[src/rtl/sram_stage_sequencer.sv]
`default_nettype none
// ============================================================================
// Module   : sram_stage_sequencer
// Purpose  : Runs the selected processing stages in ascending index order and
//            hands each one exclusive SRAM ownership until it writes its end
//            address. A default reader owns the bus whenever no stage runs.
//            Supports per-run stage masking, write-inactivity timeout, abort
//            and a one-cycle done pulse.
// Revision : 1.0 - initial release
// ============================================================================
module sram_stage_sequencer #(
  parameter int N_CLIENTS      = 3,
  parameter int ADDR_W         = 18,
  parameter int DATA_W         = 16,
  parameter int TIMEOUT_W      = 26,
  parameter int TIMEOUT_CYCLES = 49999999
) (
  input  logic                          Clock,
  input  logic                          Reset,
  input  logic                          Start,
  input  logic                          Abort,
  input  logic [N_CLIENTS-1:0]          Stage_mask,
  input  logic [N_CLIENTS*ADDR_W-1:0]   Stage_end_address,
  input  logic [N_CLIENTS*ADDR_W-1:0]   Client_address,
  input  logic [N_CLIENTS*DATA_W-1:0]   Client_write_data,
  input  logic [N_CLIENTS-1:0]          Client_we_n,
  input  logic [ADDR_W-1:0]             Default_address,
  output logic [N_CLIENTS-1:0]          Client_enable,
  output logic                          Default_enable,
  output logic [ADDR_W-1:0]             SRAM_address,
  output logic [DATA_W-1:0]             SRAM_write_data,
  output logic                          SRAM_we_n,
  output logic [3:0]                    Active_stage,
  output logic                          Busy,
  output logic                          Done,
  output logic                          Timeout_error
);

  typedef enum logic [1:0] {
    S_IDLE   = 2'd0,
    S_ENABLE = 2'd1,
    S_WAIT   = 2'd2,
    S_DONE   = 2'd3
  } state_t;

  // Timer value at which a silent stage is declared stuck.
  localparam logic [TIMEOUT_W-1:0] c_timeout_last = TIMEOUT_W'(TIMEOUT_CYCLES - 1);

  state_t                 state_q, state_d;
  logic [N_CLIENTS-1:0]   mask_q, mask_d;
  logic [3:0]             active_q, active_d;
  logic [N_CLIENTS-1:0]   client_en_q, client_en_d;
  logic                   default_en_q, default_en_d;
  logic                   busy_q, busy_d;
  logic                   done_q, done_d;
  logic                   timeout_q, timeout_d;
  logic [TIMEOUT_W-1:0]   timer_q, timer_d;

  logic [ADDR_W-1:0]      w_sel_addr;
  logic [ADDR_W-1:0]      w_sel_end;
  logic [DATA_W-1:0]      w_sel_data;
  logic                   w_sel_we_n;
  logic [N_CLIENTS-1:0]   w_active_onehot;
  logic [3:0]             w_first_stage;
  logic [3:0]             w_next_stage;
  logic                   w_next_valid;
  logic                   w_complete;
  logic                   w_owns_bus;

  // Select the owning stage's buses and find the first / next masked stage.
  always_comb begin
    w_sel_addr      = '0;
    w_sel_end       = '0;
    w_sel_data      = '0;
    w_sel_we_n      = 1'b1;
    w_active_onehot = '0;
    w_first_stage   = '0;
    w_next_stage    = '0;
    w_next_valid    = 1'b0;
    for (int i = 0; i < N_CLIENTS; i++) begin
      if (active_q == 4'(i)) begin
        w_sel_addr         = Client_address[i*ADDR_W +: ADDR_W];
        w_sel_end          = Stage_end_address[i*ADDR_W +: ADDR_W];
        w_sel_data         = Client_write_data[i*DATA_W +: DATA_W];
        w_sel_we_n         = Client_we_n[i];
        w_active_onehot[i] = 1'b1;
      end
    end
    // Descending scan so the lowest qualifying index wins.
    for (int i = N_CLIENTS - 1; i >= 0; i--) begin
      if (Stage_mask[i]) begin
        w_first_stage = 4'(i);
      end
      if (mask_q[i] && (4'(i) > active_q)) begin
        w_next_stage = 4'(i);
        w_next_valid = 1'b1;
      end
    end
  end

  assign w_complete = !w_sel_we_n && (w_sel_addr == w_sel_end);
  assign w_owns_bus = (state_q == S_ENABLE) || (state_q == S_WAIT);

  // Next-state and registered-output computation for the sequencer FSM.
  always_comb begin
    state_d      = state_q;
    mask_d       = mask_q;
    active_d     = active_q;
    client_en_d  = client_en_q;
    default_en_d = default_en_q;
    busy_d       = busy_q;
    done_d       = 1'b0;
    timeout_d    = timeout_q;
    timer_d      = timer_q;

    if ((state_q != S_IDLE) && Abort) begin
      state_d      = S_IDLE;
      client_en_d  = '0;
      busy_d       = 1'b0;
      default_en_d = 1'b1;
    end else begin
      case (state_q)
        S_IDLE: begin
          if (Start) begin
            mask_d    = Stage_mask;
            timeout_d = 1'b0;
            if (Stage_mask != '0) begin
              state_d      = S_ENABLE;
              active_d     = w_first_stage;
              busy_d       = 1'b1;
              default_en_d = 1'b0;
            end else begin
              state_d      = S_DONE;
              done_d       = 1'b1;
              busy_d       = 1'b0;
              default_en_d = 1'b1;
            end
          end
        end
        S_ENABLE: begin
          client_en_d = client_en_q | w_active_onehot;
          timer_d     = '0;
          state_d     = S_WAIT;
        end
        S_WAIT: begin
          // Any write by the owner counts as activity.
          if (!w_sel_we_n) begin
            timer_d = '0;
          end else begin
            timer_d = timer_q + TIMEOUT_W'(1);
          end
          if (w_complete) begin
            client_en_d = client_en_q & ~w_active_onehot;
            if (w_next_valid) begin
              state_d  = S_ENABLE;
              active_d = w_next_stage;
            end else begin
              state_d      = S_DONE;
              done_d       = 1'b1;
              busy_d       = 1'b0;
              default_en_d = 1'b1;
            end
          end else if (timer_q == c_timeout_last) begin
            client_en_d  = '0;
            timeout_d    = 1'b1;
            busy_d       = 1'b0;
            default_en_d = 1'b1;
            timer_d      = '0;
            state_d      = S_IDLE;
          end
        end
        S_DONE: begin
          state_d = S_IDLE;
        end
        default: begin
          state_d = S_IDLE;
        end
      endcase
    end
  end

  // State and output registers with synchronous reset.
  always_ff @(posedge Clock) begin
    if (Reset) begin
      state_q      <= S_IDLE;
      mask_q       <= '0;
      active_q     <= '0;
      client_en_q  <= '0;
      default_en_q <= 1'b1;
      busy_q       <= 1'b0;
      done_q       <= 1'b0;
      timeout_q    <= 1'b0;
      timer_q      <= '0;
    end else begin
      state_q      <= state_d;
      mask_q       <= mask_d;
      active_q     <= active_d;
      client_en_q  <= client_en_d;
      default_en_q <= default_en_d;
      busy_q       <= busy_d;
      done_q       <= done_d;
      timeout_q    <= timeout_d;
      timer_q      <= timer_d;
    end
  end

  // Bus mux: the owning stage drives SRAM, otherwise the default reader.
  always_comb begin
    if (w_owns_bus) begin
      SRAM_address    = w_sel_addr;
      SRAM_write_data = w_sel_data;
      SRAM_we_n       = w_sel_we_n;
    end else begin
      SRAM_address    = Default_address;
      SRAM_write_data = '0;
      SRAM_we_n       = 1'b1;
    end
  end

  assign Client_enable  = client_en_q;
  assign Default_enable = default_en_q;
  assign Active_stage   = active_q;
  assign Busy           = busy_q;
  assign Done           = done_q;
  assign Timeout_error  = timeout_q;

endmodule
`default_nettype wire

[config.mk]
export PLATFORM = sky130hd
export DESIGN_NAME = sram_stage_sequencer
export DESIGN_NICKNAME = d
export VERILOG_FILES = /design/src/rtl/sram_stage_sequencer.sv
export SDC_FILE = /design/constraint.sdc
export NUM_CORES = 1
export LEC_CHECK = 0
export BUFFER_PORTS_ARGS = -buffer_cell sky130_fd_sc_hd__buf_2
export CORE_ASPECT_RATIO = 1.2
export CORE_MARGIN = 8
export CORE_UTILIZATION = 44
export DETAILED_ROUTE_END_ITERATION = 8
export PLACE_DENSITY = 0.82
export SETUP_SLACK_MARGIN = 0.1
export SLEW_MARGIN = 20
export SYNTH_ARGS = -nofsm -noshare
export SYNTH_HDL_FRONTEND = slang
export SYNTH_SLANG_ARGS = --single-unit
[constraint.sdc]
create_clock -name Clock -period 3 [get_ports Clock]
set_clock_uncertainty 0.2 [all_clocks]
set_input_delay 0.3 -clock Clock [delete_from_list [all_inputs] [get_ports Clock]]
set_output_delay 0.3 -clock Clock [all_outputs]
set_load 0.01 [all_outputs]
==> results.txt <==
Top FF cell, synth = dfxtp_1
routed vias = 4,222
CP Depth = 9
Core Box Area = 8426 um^2
worst reg-to-reg setup slack = 0.37 ns
I/O pin total = 230
vias in the first global route = 4,348
CP Max Fanout = 28
Tcrit/Tclk final = 87.61%
CP delay by family, top = simple AND/OR/NAND/NOR gates
pin count of the biggest net entering global routing = 35
cts repair resizes = 0
Clk Latency, worst-skew pair = 0.29 ns
total gr overflow = 0
Routed WL per cell = 18.07 um
slowest library cell on the worst path = nor4b_4
Critical Path RT = 2.99 ns
flops & latches, synth = 39
post-CTS setup buffer count = 0
synthesized instance count = 458
All-Layer GR Usage = 23.65%
sequential fraction of the synthesis area = 20.94%
Final TNS setup = 0 ns
Root Driver = clkbuf_8
WHS Endpoint = Done
HPWL after DPL = 11,990 um
Pleak = 2.126 nW
clk sink count = 39
# fillers = 773
P per Cell Area = 623.0 nW/um^2
area of placed instances = 4898 um^2
Mean Syn Cell Area = 8.141 um^2
Yosys warning count = 0
status = completed
Post-synth EDFFs = 0
number of distinct library cells after synthesis = 54
unrepaired setup endpoints after global routing = no
Worst path max stage delay = 0.38 ns
die width = 100.0 um
worst reg-to-reg path cell count = 9
die area = 11,690 um^2
Routed WL = 14,220 um
Crit. End Element = register
port bufs = 227
Iter 0 DRT Violations = 298
Slew Viols, Final = 0
Net count, final = 856
Finished Cell Area = 5001 um^2
CP bufs+invs = 2
FP Rows = 37
most frequent cell after synthesis = nor2_1
CTS tree = yes
Layout area overhead = 34.13%
Synth async-reset ratio = 0%
Setup CP Type = register to register
post-route insts no fill = 787
post-route ant nets = 0
first-pass GRT wire length = 21,930 um
leading cell types by count after synthesis = nor2_1 (74), mux2i_1 (52), dfxtp_1 (39)
CP Launch Type = register
cts bufs inserted = 5
GP Congestion = 0.9292
# Max-Cap Violations = 0
Pre-antenna DRT Iters = 5
drt drc = 0
Cells after DPL = 778
R2R Path Start = Active_stage[0]
die height = 116.8 um
RR Endpoint = Done
hold-critical path depth = 2
Area contributors post-synth = dfxtp_1 (21%), mux2i_1 (14%), o2bb2ai_1 (8.5%)
f_max = 0.3805 GHz
ratio of cells with drive above 1 in the final layout = 41.70%
Clk pin slew, worst setup/hold paths = 0.08 ns
initial antenna violation count = 0
Final Critical Period = 2.628 ns
biggest area consumer among synthesized cells = dfxtp_1
cts hold-fix bufs = 0
HP Class = primary input to register
# setup viols final = 0
critical-path cell list = buf_12 > nor2b_4 > buf_4 > o2bb2ai_1 > xnor2_1 > nand4_2 > nor4b_4 > nand2_1 > o32ai_2
Initial Util = 44.25%
vias per cell = 5.365
worst hold start = Abort
Post-Syn Area = 3729 um^2
Synth top area share = 20.94%
clock buffer depth = 2
Worst EP arrival = 2.61 ns
H-Tree Level Count = 2
Peak VDD IR = 0.3901 mV
final hold violation count = 0
[area by class of cell]
| cell class | count | area, um^2 | area share, % |
|---|---|---|---|
| clock buffers | 8 | 100.1 | 2.001 |
| multi-input cells | 372 | 2678 | 53.54 |
| inverters | 12 | 45.04 | 0.9007 |
| diodes | 1 | 2.502 | 0.05004 |
| repair buffers | 238 | 1244 | 24.87 |
| well taps | 117 | 146.4 | 2.927 |
| flip-flops and latches | 39 | 785.8 | 15.71 |
[cells in the final DEF (no fill, tap or decap), types with 2 or more instances in the layout]
cell type  synthesis  final
o21ai_0            5      5
and4_1             4      4
buf_2              3    227
nor2_1            74     74
buf_12             0      2
nor4_1             4      4
nand2b_1           9      9
buf_4              8      9
dfxtp_1           39     37
nand4_1           11     11
a211oi_1           2      2
o21ai_1            2      2
nand3_1           11     11
a21o_1             2      2
o2bb2ai_1         36     36
mux2_2            20     20
nand4_2            2      2
a41o_1             2      2
xnor2_1           30     30
a31o_2             2      2
nor3_1             6      6
a22oi_1            2      2
a21oi_1           26     26
xor2_1            11     11
clkbuf_8           0      7
or3_1              5      5
nor3b_1            2      2
nand2_1           17     17
inv_1             12     12
a31oi_1            4      4
mux2i_1           52     52
conb_1             1      2
ha_1               4      4
and3_1             4      4
nor2b_1            3      3
[cells by family (layout without fill, tap and decap cells)]
logic type | after synthesis | count (layout) | share of synthesized area [%]
AND/OR/NAND/NOR | 161 | 161 | 22.32
buffers and inverters | 48 | 258 | 7.349
XOR/XNOR | 41 | 41 | 9.631
multiplexers | 73 | 73 | 20.30
AO/OA/AOI/OAI | 91 | 91 | 18.02
other | 1 | 3 | 0.1006
flip-flops | 39 | 39 | 20.94
adder cells (fa/ha/maj) | 4 | 4 | 1.342
[how the worst max path moves through the flow]
| stage | from | endpoint |
|---|---|---|
| 6_report | Active_stage[0] | Done |
| 2_1_floorplan | Active_stage[0] | Active_stage[0] |
| 4_1_cts | Active_stage[0] | Active_stage[0] |
| 5_1_grt | Active_stage[0] | Done |
| 3_3_place_gp | Active_stage[0] | Active_stage[0] |
| 3_5_place_dp | Active_stage[0] | Active_stage[0] |
[stage by stage]
stage	worst slack (ns)	util [%]	power, mW	hold slack [ns]
finish	0.3716	59.36	3.115	0.08951
global route	0.1955	59.33	3.324	0.08049
CTS	0.3711	59.33	3.137	0.07369
detailed placement	0.3838	58.14	2.732	0.2575
global placement	0.4850	58.14	2.689	0.2463
floorplan	0.5961	-	2.063	0.2170
[power breakdown]
group          leakage (nW)  switching (mW)  internal (mW)  total, mW
registers             0.317          0.0329          0.562      0.595
clock network        0.0515           0.179          0.210      0.388
logic                  1.76            1.20          0.932       2.13
[state kept, by name, indices dropped and copies added, names as in the netlist]
register        cells
state_q             2
Timeout_error       1
Busy                1
Done                1
Active_stage        2
timer_q            26
Default_enable      1
Client_enable       3
mask_q              2
[metal layers]
metal,vias to the layer above,global-route usage (%),part of all wire (%)
li1,2069,-,-
met1,1946,26.28,38
met2,180,43.16,52
met3,27,5.503,7.4
met4,0,8.081,2.6
met5,-,0,0
No activity file was read; power rests on OpenSTA's default activity.
